$ cat config.mk
export PLATFORM = sky130hd
export DESIGN_NAME = floor_request_scheduler_flat
export DESIGN_NICKNAME = d
export VERILOG_FILES = /design/src/rtl/floor_request_scheduler_if.sv /design/src/rtl/floor_request_scheduler.sv /design/src/flat_wrapper.sv
export SDC_FILE = /design/constraint.sdc
export NUM_CORES = 1
export LEC_CHECK = 0
export ABC_AREA = 0
export ABC_CLOCK_PERIOD_IN_PS = 8400
export CAP_MARGIN = 20
export CORE_MARGIN = 4
export CORE_UTILIZATION = 58
export DETAILED_ROUTE_END_ITERATION = 10
export MAX_ROUTING_LAYER = met4
export PLACE_DENSITY = 0.95
export SLEW_MARGIN = 25
export SYNTH_ARGS = -nofsm -noshare
export SYNTH_HDL_FRONTEND = slang
export SYNTH_SLANG_ARGS = --single-unit
$ cat constraint.sdc
create_clock -name clk -period 8.4 [get_ports clk]
set_input_delay 1.68 -clock clk [delete_from_list [all_inputs] [get_ports clk]]
set_output_delay 1.68 -clock clk [all_outputs]
set_load 0.05 [all_outputs]
$ cat src/rtl/floor_request_scheduler_if.sv
// Request/status bundle between the floor request scheduler and its requesters and drivers.
// slave = scheduler side, master = requester/driver side.
interface floor_request_scheduler_if #(
  parameter int FLOOR_W = 2,
  parameter int DEPTH   = 4
);
  localparam int CNT_W = $clog2(DEPTH + 1);

  logic               btn_req;
  logic [FLOOR_W-1:0] btn_floor;
  logic               btn_first;
  logic               btn_ack;
  logic               sw_req;
  logic [FLOOR_W-1:0] sw_floor;
  logic               sw_first;
  logic               sw_ack;
  logic [FLOOR_W-1:0] cur_floor;
  logic [FLOOR_W-1:0] target_floor;
  logic               target_valid;
  logic               move_up;
  logic               move_down;
  logic               door_open;
  logic [CNT_W-1:0]   q_count;
  logic               full;
  logic               empty;
  logic               drop;

  modport slave (
    input  btn_req, btn_floor, btn_first, sw_req, sw_floor, sw_first, cur_floor,
    output btn_ack, sw_ack, target_floor, target_valid, move_up, move_down,
           door_open, q_count, full, empty, drop
  );

  modport master (
    output btn_req, btn_floor, btn_first, sw_req, sw_floor, sw_first, cur_floor,
    input  btn_ack, sw_ack, target_floor, target_valid, move_up, move_down,
           door_open, q_count, full, empty, drop
  );
endinterface

$ cat src/rtl/floor_request_scheduler.sv
// Elevator scheduler: arbitrates hall/cab requests into a head/tail-insert queue and serves its head.
// Optional DOOR_REOPEN_EN: a same-floor request during dwell holds the door open instead of queueing.
module floor_request_scheduler #(
  parameter int FLOOR_W     = 2,
  parameter int DEPTH       = 4,
  parameter int DOOR_CYCLES = 8
) (
  input  logic                        clk,
  input  logic                        rst_n,
  floor_request_scheduler_if.slave    bus
);
  localparam int CNT_W = $clog2(DEPTH + 1);
  localparam int DW_W  = $clog2(DOOR_CYCLES);
  localparam logic [DW_W-1:0] DWELL_MAX = DW_W'(DOOR_CYCLES - 1);

  typedef enum logic [1:0] {IDLE, MOVE, DOOR} state_e;

  logic [FLOOR_W-1:0] q_q [DEPTH];
  logic [FLOOR_W-1:0] q_d [DEPTH];
  logic [FLOOR_W-1:0] sh  [DEPTH];
  logic [CNT_W-1:0]   cnt_q, cnt_d, cnt_pop;
  state_e             state_q, state_d;
  logic [DW_W-1:0]    dwell_q, dwell_d;
  logic               rr_q, rr_d;
  logic               drop_q, drop_d;

  logic               empty_w, full_w, at_head, pop, reopen, merge, insert;
  logic               grant_btn, grant_sw, req_any, req_first;
  logic [FLOOR_W-1:0] req_floor;

  assign empty_w = (cnt_q == '0);
  assign full_w  = (cnt_q == CNT_W'(DEPTH));
  assign at_head = !empty_w && (q_q[0] == bus.cur_floor);

  // rr_q=0 favours the button; it only matters when both requesters are asserted
  assign grant_btn = bus.btn_req && (!bus.sw_req || !rr_q);
  assign grant_sw  = bus.sw_req && !grant_btn;
  assign req_any   = grant_btn || grant_sw;
  assign req_floor = grant_btn ? bus.btn_floor : bus.sw_floor;
  assign req_first = grant_btn ? bus.btn_first : bus.sw_first;

  always_comb begin
    reopen = 1'b0;
`ifdef DOOR_REOPEN_EN
    reopen = req_any && (state_q == DOOR) && (req_floor == bus.cur_floor);
`endif
  end

  always_comb begin
    state_d = state_q;
    dwell_d = dwell_q;
    pop     = 1'b0;
    case (state_q)
      IDLE: begin
        if (at_head) begin
          state_d = DOOR; pop = 1'b1; dwell_d = DWELL_MAX;
        end else if (!empty_w) begin
          state_d = MOVE;
        end
      end
      MOVE: begin
        if (empty_w) begin
          state_d = IDLE;
        end else if (at_head) begin
          state_d = DOOR; pop = 1'b1; dwell_d = DWELL_MAX;
        end
      end
      DOOR: begin
        if (reopen) begin
          dwell_d = DWELL_MAX;
        end else if (dwell_q == '0) begin
          if (empty_w)      state_d = IDLE;
          else if (at_head) begin pop = 1'b1; dwell_d = DWELL_MAX; end
          else              state_d = MOVE;
        end else begin
          dwell_d = dwell_q - 1'b1;
        end
      end
      default: state_d = IDLE;
    endcase
  end

  // the entry leaving this cycle cannot absorb a request, so it is excluded from the merge match
  always_comb begin
    merge = 1'b0;
    for (int i = 0; i < DEPTH; i++) begin
      if ((CNT_W'(i) < cnt_q) && (q_q[i] == req_floor) && !(pop && i == 0)) merge = 1'b1;
    end
    insert = req_any && !reopen && !merge && !full_w;
    drop_d = req_any && !reopen && !merge && full_w;
    rr_d   = (bus.btn_req && bus.sw_req) ? grant_btn : rr_q;
  end

  always_comb begin
    for (int i = 0; i < DEPTH; i++) sh[i] = q_q[i];
    cnt_pop = cnt_q;
    if (pop) begin
      for (int i = 0; i < DEPTH - 1; i++) sh[i] = q_q[i + 1];
      cnt_pop = cnt_q - 1'b1;
    end
    for (int i = 0; i < DEPTH; i++) q_d[i] = sh[i];
    cnt_d = cnt_pop;
    if (insert) begin
      if (req_first) begin
        for (int i = 1; i < DEPTH; i++) q_d[i] = sh[i - 1];
        q_d[0] = req_floor;
      end else begin
        for (int i = 0; i < DEPTH; i++) begin
          if (CNT_W'(i) == cnt_pop) q_d[i] = req_floor;
        end
      end
      cnt_d = cnt_pop + 1'b1;
    end
  end

  always_ff @(posedge clk or negedge rst_n) begin
    if (!rst_n) begin
      for (int i = 0; i < DEPTH; i++) q_q[i] <= '0;
      cnt_q   <= '0;
      state_q <= IDLE;
      dwell_q <= '0;
      rr_q    <= 1'b0;
      drop_q  <= 1'b0;
    end else begin
      for (int i = 0; i < DEPTH; i++) q_q[i] <= q_d[i];
      cnt_q   <= cnt_d;
      state_q <= state_d;
      dwell_q <= dwell_d;
      rr_q    <= rr_d;
      drop_q  <= drop_d;
    end
  end

  assign bus.btn_ack      = grant_btn;
  assign bus.sw_ack       = grant_sw;
  assign bus.target_floor = empty_w ? '0 : q_q[0];
  assign bus.target_valid = !empty_w;
  assign bus.move_up      = (state_q == MOVE) && (bus.target_floor > bus.cur_floor);
  assign bus.move_down    = (state_q == MOVE) && (bus.target_floor < bus.cur_floor);
  assign bus.door_open    = (state_q == DOOR);
  assign bus.q_count      = cnt_q;
  assign bus.full         = full_w;
  assign bus.empty        = empty_w;
  assign bus.drop         = drop_q;
endmodule

$ cat src/flat_wrapper.sv
// flat-port wrapper written by rule: the top's interface ports become plain ports
module floor_request_scheduler_flat 
#(
  parameter int FLOOR_W     = 2,
  parameter int DEPTH       = 4,
  parameter int DOOR_CYCLES = 8
)
  (clk, rst_n, bus_btn_req, bus_btn_floor, bus_btn_first, bus_sw_req, bus_sw_floor, bus_sw_first, bus_cur_floor, bus_btn_ack, bus_sw_ack, bus_target_floor, bus_target_valid, bus_move_up, bus_move_down, bus_door_open, bus_q_count, bus_full, bus_empty, bus_drop);
  floor_request_scheduler_if #(.FLOOR_W(FLOOR_W), .DEPTH(DEPTH)) bus_i ();
  input  logic clk;
  input  logic rst_n;
  input wire logic [$bits(bus_i.btn_req)-1:0] bus_btn_req;
  input wire logic [$bits(bus_i.btn_floor)-1:0] bus_btn_floor;
  input wire logic [$bits(bus_i.btn_first)-1:0] bus_btn_first;
  input wire logic [$bits(bus_i.sw_req)-1:0] bus_sw_req;
  input wire logic [$bits(bus_i.sw_floor)-1:0] bus_sw_floor;
  input wire logic [$bits(bus_i.sw_first)-1:0] bus_sw_first;
  input wire logic [$bits(bus_i.cur_floor)-1:0] bus_cur_floor;
  output wire logic [$bits(bus_i.btn_ack)-1:0] bus_btn_ack;
  output wire logic [$bits(bus_i.sw_ack)-1:0] bus_sw_ack;
  output wire logic [$bits(bus_i.target_floor)-1:0] bus_target_floor;
  output wire logic [$bits(bus_i.target_valid)-1:0] bus_target_valid;
  output wire logic [$bits(bus_i.move_up)-1:0] bus_move_up;
  output wire logic [$bits(bus_i.move_down)-1:0] bus_move_down;
  output wire logic [$bits(bus_i.door_open)-1:0] bus_door_open;
  output wire logic [$bits(bus_i.q_count)-1:0] bus_q_count;
  output wire logic [$bits(bus_i.full)-1:0] bus_full;
  output wire logic [$bits(bus_i.empty)-1:0] bus_empty;
  output wire logic [$bits(bus_i.drop)-1:0] bus_drop;
  assign bus_i.btn_req = bus_btn_req;
  assign bus_i.btn_floor = bus_btn_floor;
  assign bus_i.btn_first = bus_btn_first;
  assign bus_i.sw_req = bus_sw_req;
  assign bus_i.sw_floor = bus_sw_floor;
  assign bus_i.sw_first = bus_sw_first;
  assign bus_i.cur_floor = bus_cur_floor;
  assign bus_btn_ack = bus_i.btn_ack;
  assign bus_sw_ack = bus_i.sw_ack;
  assign bus_target_floor = bus_i.target_floor;
  assign bus_target_valid = bus_i.target_valid;
  assign bus_move_up = bus_i.move_up;
  assign bus_move_down = bus_i.move_down;
  assign bus_door_open = bus_i.door_open;
  assign bus_q_count = bus_i.q_count;
  assign bus_full = bus_i.full;
  assign bus_empty = bus_i.empty;
  assign bus_drop = bus_i.drop;
  floor_request_scheduler #(.FLOOR_W(FLOOR_W), .DEPTH(DEPTH), .DOOR_CYCLES(DOOR_CYCLES)) u_core (.clk(clk), .rst_n(rst_n), .bus(bus_i));
endmodule
# ---- Yosys cells after proc, flatten, opt, wreduce, memory -nomap -nowiden
# Cells that the tools add are included.
# Widths: inputs -> output; s select.
dict set report word_totals {
  regBits 18
  input_bits 12
  out_inout_bits 14
  wordCells 96
}
dict set report op_classes {
  n_addsub 3
  magnitude_cmp 6
  eq_ne 15
  mux 32
  reduce_logical 31
}
# cell count
set ops {}
lappend ops {{$mux 2} 13}
lappend ops {{$mux 8} 2}
lappend ops {{$mux 3} 5}
lappend ops {{$logic_and 1x1->1} 14}
lappend ops {{$eq 2x2->1} 5}
lappend ops {{$logic_not 3->1} 3}
lappend ops {{$pmux 3 s3} 1}
lappend ops {{$mux 1} 8}
lappend ops {{$logic_not 1->1} 7}
lappend ops {{$eq 2x3->1 const A} 2}
lappend ops {{$lt 1x3->1 const A} 2}
lappend ops {{$lt 2x3->1 const A} 2}
lappend ops {{$mux 6} 1}
lappend ops {{$pmux 2 s3} 1}
lappend ops {{$sub 3x1->3 const B} 2}
lappend ops {{$reduce_and 4->1} 1}
lappend ops {{$add 3x1->3 const B} 1}
lappend ops {{$eq 1x3->1 const A} 1}
lappend ops {{$eq 3x3->1 const B} 1}
lappend ops {{$ne 3x1->1 const B} 1}
lappend ops {{$ne 3x2->1 const B} 1}
lappend ops {{$ne 3x3->1 const B} 1}
lappend ops {{$pmux 1 s3} 1}
lappend ops {{$reduce_bool 3->1} 1}
lappend ops {{other kinds (9)} 10}

# ---- Logic depth before layout (Yosys ltp)
# Gate-level depths: netlist of the first run.
dict set report logic_depth {
  word_depth 17
  ltp_mapped 14
  depth_no_buf 11
}

# ---- Worst setup path before layout of the first run
# Ideal clock, no wire load.
dict set report synth_timing {
  kind {register to output}
  startpoint {register u_core.cnt_q[0], in the netlist u_core.bus.q_count[0]}
  endpoint {output port bus_move_up}
  t_arrival_ns 3.803
  required_ns 6.720
  setup_slack_ns 2.917
  stages_incl_launch_ff 11
  path_buffers 1
  path_cell_list {dfrtp_1 clkbuf_1 clkinv_1 ha_1 or2b_4 inv_2 nor2_1 ha_1 nand2_1 nand2_1 nor2_1}
}
dict set report synth_between {
  elab_chain_cells 4
}
# item line_no
set synth_lines {}
lappend synth_lines {{start, declared} floor_request_scheduler.sv:21} ;# logic [CNT_W-1:0] cnt_q, cnt_d, cnt_pop;
lappend synth_lines {{start signal, assigned} floor_request_scheduler.sv:126} ;# cnt_q <= cnt_d;
lappend synth_lines {{$logic_not 3->1} floor_request_scheduler.sv:31} ;# assign empty_w = (cnt_q == '0);
lappend synth_lines {{net bus_empty} flat_wrapper.sv:28} ;# output wire logic [$bits(bus_i.empty)-1:0] bus_empty;
lappend synth_lines {{$mux 2} floor_request_scheduler.sv:136} ;# assign bus.target_floor = empty_w ? '0 : q_q[0];
lappend synth_lines {{net bus_target_floor[1]} flat_wrapper.sv:21} ;# output wire logic [$bits(bus_i.target_floor)-1:0] bus_target_floor;
lappend synth_lines {{$gt 2x2->1} floor_request_scheduler.sv:138} ;# assign bus.move_up = (state_q == MOVE) && (bus.target_floor > bus.cur_floor);
lappend synth_lines {{$logic_and 1x1->1} floor_request_scheduler.sv:138}
lappend synth_lines {{end, declared} flat_wrapper.sv:23} ;# output wire logic [$bits(bus_i.move_up)-1:0] bus_move_up;
# The timed path passes the listed nets, and every way through them passes these cells.

# ---- Worst setup path after layout of the first run
dict set report layout_timing {
  startpoint {input port bus_cur_floor[1]}
  endpoint {output port bus_move_down}
}
dict set report layout_between {
  elab_chain_cells 2
}
# item line_no
set layout_lines {}
lappend layout_lines {{start, declared} flat_wrapper.sv:18} ;# input wire logic [$bits(bus_i.cur_floor)-1:0] bus_cur_floor;
lappend layout_lines {{$lt 2x2->1} floor_request_scheduler.sv:139} ;# assign bus.move_down = (state_q == MOVE) && (bus.target_floor < bus.cur_floor);
lappend layout_lines {{$logic_and 1x1->1} floor_request_scheduler.sv:139}
lappend layout_lines {{end, declared} flat_wrapper.sv:24} ;# output wire logic [$bits(bus_i.move_down)-1:0] bus_move_down;
# No other way between the ends.

==> results of run 1 <==
## cell type report
cell class                      count  share of cell area
Multi-Input combinational cell    149               0.570
Sequential cell                    18               0.230
Timing Repair Buffer               25               0.128
Inverter                           18              0.0344
Tap cell                           31              0.0198
Clock buffer                        4              0.0185
## synth_stat cells, drive strengths merged, types with 4 or more instances
master  count  area share
dfrtp      18        0.27
a21oi      16       0.048
xor2        4       0.021
buf         4       0.017
nand3       4       0.012
ha         12       0.090
a22o        4       0.021
nor2       10       0.022
a22oi       5       0.022
o31ai       6       0.027
xnor2       7       0.037
nand2      20       0.046
inv        17       0.038
mux2i      10       0.064
## registers in the layout (all words and copies together) (netlist names)
| name | cells |
|---|---|
| u_core.dwell_q | 3 |
| u_core.q_q | 8 |
| u_core.state_q | 2 |
| u_core.rr_q | 1 |
| u_core.bus.q_count | 3 |
| u_core.bus.drop | 1 |
## metal layers
metal | wire, um | share of wire | up-vias | GRT usage
li1 | - | - | 748 | -
met3 | 242 | 0.062 | 7 | 0.0351
met4 | 59 | 0.015 | 0 | 0.0818
met1 | 1720 | 0.44 | 724 | 0.293
met5 | 0 | 0 | - | -
met2 | 1870 | 0.48 | 52 | 0.360
## path summary, 6_finish.rpt
kind | to | cells after the start | from | slack (ps)
worst max-delay path | bus_move_down | 6 | bus_cur_floor[1] | 3100
worst min-delay path | u_core.dwell_q[1]$_DFFE_PN0P_ | 1 | u_core.dwell_q[1]$_DFFE_PN0P_ | 540
worst max register to register | u_core.q_q[6]$_DFF_PN0_ | 10 | u_core.bus.q_count[0]$_DFF_PN0_ | 4850
worst min register to register | u_core.dwell_q[1]$_DFFE_PN0P_ | 1 | u_core.dwell_q[1]$_DFFE_PN0P_ | 540
max in group asynchronous | u_core.dwell_q[2]$_DFFE_PN0P_ | 1 | rst_n | 6030
min in group asynchronous | u_core.rr_q$_DFFE_PN0P_ | 1 | rst_n | 1840
## through the flow
step,hold WS (ps),utilization
4_1_cts,543,0.711
6_report,542,0.711
5_1_grt,552,0.711
3_5_place_dp,519,0.698
3_3_place_gp,504,0.698
2_1_floorplan,482,-
## cells in the final DEF (no fill, tap or decap), drive strengths merged, types with 2 or more instances in the layout
| master | n |
|---|---|
| o31ai | 6 |
| nand3 | 4 |
| o21ai | 2 |
| nor2 | 10 |
| a22o | 4 |
| o211ai | 2 |
| a22oi | 5 |
| nor4 | 3 |
| o21a | 2 |
| o22a | 2 |
| nand2b | 2 |
| nand2 | 20 |
| a21boi | 3 |
| inv | 17 |
| nor2b | 2 |
| a2bb2oi | 3 |
| dfrtp | 18 |
| clkdlybuf4s50 | 25 |
| and2 | 2 |
| xnor2 | 7 |
| xor2 | 4 |
| nor3 | 3 |
| a21oi | 16 |
| and4 | 2 |
| ha | 12 |
| o22ai | 3 |
| mux2i | 10 |
| clkbuf | 4 |
## kinds of logic after synthesis
logic type	after synthesis
multiplexers	11
buffers and inverters	25
XOR/XNOR	11
AND/OR/NAND/NOR	56
adder cells (fa/ha/maj)	12
AO/OA/AOI/OAI	59
flip-flops	18
## power by group through the flow
| stage | combinational [mW] | clock, mW | sequential (mW) |
|---|---|---|---|
| floorplan | 0.509 | 0 | 0.199 |
| global placement | 0.640 | 0 | 0.193 |
| detailed placement | 0.656 | 0 | 0.194 |
| CTS | 0.660 | 0.0571 | 0.193 |
| global route | 0.726 | 0.0613 | 0.200 |
| finish | 0.663 | 0.0574 | 0.195 |
==> results.sh, run 1 <==
export IMPL_dieArea_um2=3810
export IMPL_synth_avg_cell_area_um2=8.73
export IMPL_crit_chain="clkdlybuf4s50_1, inv_1, ha_1, a21oi_1, and2_1, clkdlybuf4s50_1"
export IMPL_pwr_share_seq=0.213
export IMPL_via_per_inst=6.25
export IMPL_die_y_um=61.8
export IMPL_area_sequential_um2=450
export IMPL_start_util=0.608
export IMPL_nets=239
export IMPL_synth_ff_type="dfrtp_1"
export IMPL_wl_per_cell_um=15.9
export IMPL_hpwl_mm=2.87
export IMPL_grt_overflow_total=0
export IMPL_core_um2=2760
export IMPL_clockBufferDepth=2
export IMPL_drv_slew=0
export IMPL_internal_power_uw=421
export IMPL_timing_final_crit_share=0.631
export IMPL_grt_util_all_layers=0.227
export IMPL_finalHoldViolCount=0
export IMPL_grt_pass1_vias=1436
export IMPL_multiInputGateArea_um2=1120
export IMPL_fin_crit_ps=5300
export IMPL_worstPathArrival_ps=3620
export IMPL_clkPwrFrac=0.063
export IMPL_maxCapViolCount=0
export IMPL_synth_mux_area_frac=0.0709
export IMPL_htreeDepth=1
export IMPL_hold_buffers=0
export IMPL_switching_power_uw=494
export IMPL_fin_cells=245
export IMPL_clk_pin_slew_ps=110
export IMPL_synth_edf_count=0
export IMPL_num_vias=1531
export IMPL_crit_path_start_kind="input pin"
export IMPL_rsz0062_at_grt="false"
export IMPL_antenna_found_initial=0
export IMPL_clkLatencyLatePin_ps=310
export IMPL_yosys_area_share_simple=0.187
export IMPL_cts_buffers_inserted=3
export IMPL_postRouteAntennaNets=0
export IMPL_n_antenna_cell=0
export IMPL_skew_ps=10.2
export IMPL_dpl_cell_count=241
export IMPL_cts_tree="built"
export IMPL_cpMostUsedCell="clkdlybuf4s50_1"
export IMPL_dp_slack_ps=3100
export IMPL_synthXorXnorAreaFrac=0.0575
export IMPL_post_cts_buffers=0
export IMPL_die_width_um=61.8
export IMPL_ys_ff_latch=18
export IMPL_rows=19
export IMPL_final_layout_size_suffix_gt1_frac=0.0794
export IMPL_area_growth_pct=17.0
export IMPL_synth_compound_area_share=0.262
export IMPL_setup_violations=0
export IMPL_synth_warnings=0
export IMPL_ys_seq_area_frac=0.269
export IMPL_synthArstFlopShare=1.00
export IMPL_io_buffers=25
export IMPL_setup_ws_ps=3100
export IMPL_swShare=0.539
export IMPL_power_frac_comb=0.725
export IMPL_required_ps=6720
export IMPL_cp_end_kind="primary output"
export IMPL_status="finished, final reports clean"
export IMPL_drc=0
export IMPL_synth_fp_nets=216
export IMPL_synth_cell_area_um2=1680
export IMPL_routed_wl_mm=3.89
export IMPL_path_max_fanout=2
export IMPL_routabilityCongestion=0.793
export IMPL_maxSlewHeadroom=0.413
export IMPL_grt_max_degree=19
export IMPL_p_per_area_nw_per_um2=466
export IMPL_critPathMaxStageDelay_ps=790
export IMPL_drtIter0Drc=75
export IMPL_synthAdderAreaFrac=0.0896
export IMPL_cp_top_family="buffers and inverters"
export IMPL_ir_worst_vdd_mv=0.396
export IMPL_clock_fmax_mhz=189
export IMPL_synth_top_family_by_area="compound AO/OA/AOI/OAI gates"
export IMPL_ys_types=58
export IMPL_tns_ps=0
export IMPL_worst_path_buf_inv=3
export IMPL_min_path_type="reg -> reg"
export IMPL_tightestPinTransition_ps=874
export IMPL_place_area_um2=1930
export IMPL_slowest_stage="clkdlybuf4s50_1"
export IMPL_synthCells=192
export IMPL_boundaryPins=26
export IMPL_cts_resized_gates=0
export IMPL_power_uw=915
export IMPL_clock_sinks=18
export IMPL_clockRootBuffer="clkbuf_4"
export IMPL_fillers=203
export IMPL_critPathKind="in -> out"
export IMPL_grt_pass1_wl_mm=6.26
export IMPL_p_leak_nw=0.820
export IMPL_first_pass_iters=4
export IMPL_finalInstanceArea_um2=1960
Power figures use the tool's default switching activity.
==> run 2: changes to the inputs <==
--- a/config.mk
+++ b/config.mk
@@ -6,13 +6,13 @@
 export NUM_CORES = 1
 export LEC_CHECK = 0
 export ABC_AREA = 0
-export ABC_CLOCK_PERIOD_IN_PS = 8400
+export ABC_CLOCK_PERIOD_IN_PS = 4900
 export CAP_MARGIN = 20
 export CORE_MARGIN = 4
-export CORE_UTILIZATION = 58
+export CORE_UTILIZATION = 54
 export DETAILED_ROUTE_END_ITERATION = 10
 export MAX_ROUTING_LAYER = met4
-export PLACE_DENSITY = 0.95
+export PLACE_DENSITY = 0.9
 export SLEW_MARGIN = 25
 export SYNTH_ARGS = -nofsm -noshare
 export SYNTH_HDL_FRONTEND = slang
==> constraint.sdc (replaced) <==
create_clock -name clk -period 4.9 [get_ports clk]
set_input_delay 0.98 -clock clk [delete_from_list [all_inputs] [get_ports clk]]
set_output_delay 0.98 -clock clk [all_outputs]
set_load 0.05 [all_outputs]
==> run 2 against run 1 <==
- hold slack worse by 17 ps
- cell area down 0.70%
- first-iteration DRC count up 28%
- sequential power up 72%
- largest cell class unchanged
- critical endpoint unchanged
- flip-flop and latch count unchanged
- critical path type is now reg -> out
- clock skew up 5.7 ps
==> results.sh, run 2 (synthesis gave the netlist of run 1 again) <==
export IMPL_htreeDepth=1
export IMPL_path_max_fanout=10
export IMPL_place_area_um2=1930
export IMPL_tightestPinTransition_ps=847
export IMPL_grt_use_met3=0.0391
export IMPL_postRouteAntennaNets=0
export IMPL_crit_chain="clkinv_1, ha_1, or2b_4, inv_2, nor2_1, ha_1, a21oi_1, and2_1, clkdlybuf4s50_1"
export IMPL_num_vias=1511
export IMPL_routabilityCongestion=0.951
export IMPL_drc=0
export IMPL_maxSlewHeadroom=0.431
export IMPL_maxCapViolCount=0
export IMPL_hold_ws_ps=526
export IMPL_r2r_cells=10
export IMPL_hpwl_mm=2.77
export IMPL_clk_pin_slew_ps=100
export IMPL_die_y_um=63.7
export IMPL_critPathMaxStageDelay_ps=790
export IMPL_met1_usage=0.247
export IMPL_drv_slew=0
export IMPL_ir_worst_vdd_mv=0.373
export IMPL_routed_wl_mm=3.62
export IMPL_cts_resized_gates=0
export IMPL_grt_max_degree=19
export IMPL_grt_overflow_total=0
export IMPL_cts_buffers_inserted=3
export IMPL_fin_crit_ps=4270
export IMPL_finalInstanceArea_um2=1950
export IMPL_reg2reg_slack_ps=1410
export IMPL_hold_path_startpoint="u_core.dwell_q[1]$_DFFE_PN0P_"
export IMPL_clock_fmax_mhz=234
export IMPL_core_um2=2850
export IMPL_area_growth_pct=16.2
export IMPL_rows=19
export IMPL_clock_sinks=18
export IMPL_required_ps=3920
export IMPL_hold_end="u_core.dwell_q[1]$_DFFE_PN0P_"
export IMPL_boundaryPins=26
export IMPL_layout_commonest_cell="clkdlybuf4s50_1"
export IMPL_regMostFlops="u_core.q_q"
export IMPL_grt_pass1_wl_mm=6.14
export IMPL_status="finished, final reports clean"
export IMPL_nets=239
export IMPL_timing_final_crit_share=0.872
export IMPL_cp_end_kind="primary output"
export IMPL_start_util=0.588
export IMPL_hold_depth=1
export IMPL_clkLatencyLatePin_ps=310
export IMPL_p_per_area_nw_per_um2=785
export IMPL_final_cell_mix="25 x clkdlybuf4s50_1, 19 x nand2_1, 18 x dfrtp_1, 16 x inv_1, 16 x a21oi_1"
export IMPL_wl_per_cell_um=14.8
export IMPL_grt_pass1_vias=1392
export IMPL_grt_util_all_layers=0.192
export IMPL_clockBufferDepth=2
export IMPL_post_cts_buffers=0
export IMPL_critPathKind="reg -> out"
export IMPL_grt_busiest_layer="met2"
export IMPL_drtIter0Drc=96
export IMPL_p_leak_nw=0.812
export IMPL_via_per_inst=6.19
export IMPL_crit_path_start_kind="flop"
export IMPL_r2r_start="u_core.bus.q_count[0]$_DFF_PN0_"
export IMPL_slowest_stage="clkdlybuf4s50_1"
export IMPL_skew_ps=16.0
export IMPL_largest_register_ffs=8
export IMPL_worstPathArrival_ps=3290
export IMPL_die_width_um=63.7
export IMPL_first_pass_iters=4
export IMPL_rr_endpoint="u_core.q_q[6]$_DFF_PN0_"
export IMPL_finalHoldViolCount=0
export IMPL_rsz0062_at_grt="false"
export IMPL_final_layout_size_suffix_gt1_frac=0.0751
export IMPL_cpMostUsedCell="ha_1"
export IMPL_hold_buffers=0
export IMPL_cts_tree="built"
export IMPL_min_path_type="reg -> reg"
export IMPL_clockRootBuffer="clkbuf_4"
export IMPL_dieArea_um2=4060
export IMPL_use_met2=0.304
export IMPL_n_antenna_cell=0
export IMPL_io_buffers=25
export IMPL_setup_violations=0
export IMPL_antenna_found_initial=0
export IMPL_tns_ps=0
-- run 2: how the worst max path moves through the flow --
stage,start,endpoint,slack (ps),cells past startpoint
floorplan,u_core.bus.q_count[0]$_DFF_PN0_,bus_move_up,120,10
global placement,u_core.bus.q_count[0]$_DFF_PN0_,bus_move_down,970,9
detailed placement,bus_btn_req,u_core.q_q[6]$_DFF_PN0_,910,8
CTS,u_core.bus.q_count[0]$_DFF_PN0_,bus_move_down,610,9
global route,u_core.bus.q_count[0]$_DFF_PN0_,bus_move_down,420,9
finish,u_core.bus.q_count[0]$_DFF_PN0_,bus_move_down,630,9
-- run 2: where the power goes --
part / leakage [nW] / switching [mW] / internal [mW]
clock: 0.0138 / 0.0498 / 0.0287
sequential: 0.211 / 0.110 / 0.226
combinational: 0.588 / 0.665 / 0.450
-- run 2: layout make-up --
class,count,area [um^2]
well taps,31,38.8
clock buffers,3,22.5
repair buffers,25,250
flip-flops and latches,18,450
multi-input cells,149,1120
fillers,244,905
inverters,18,67.6
-- run 2: layer usage --
metal,up-vias,share of wire
met5,-,0
met4,0,0.0091
met3,4,0.048
met2,45,0.47
met1,713,0.48
li1,749,-
-- run 2: critical path: cells and delay by family, from the launching register on --
kind | cells | cell delay, ps
AOI/OAI and AO/OA | 1 | 160
adders and majority gates | 2 | 570
buffers and inverters | 3 | 1180
DFF | 1 | 570
and+or+nand+nor | 3 | 510
-- run 2: metrics by stage --
step | cells | util | total power, mW | worst slack (ps)
2_1_floorplan | 192 | - | 1.21 | 117
3_3_place_gp | 241 | 0.675 | 1.43 | 968
3_5_place_dp | 241 | 0.675 | 1.45 | 912
4_1_cts | 244 | 0.683 | 1.53 | 609
5_1_grt | 244 | 0.683 | 1.67 | 423
6_report | 244 | 0.683 | 1.53 | 629
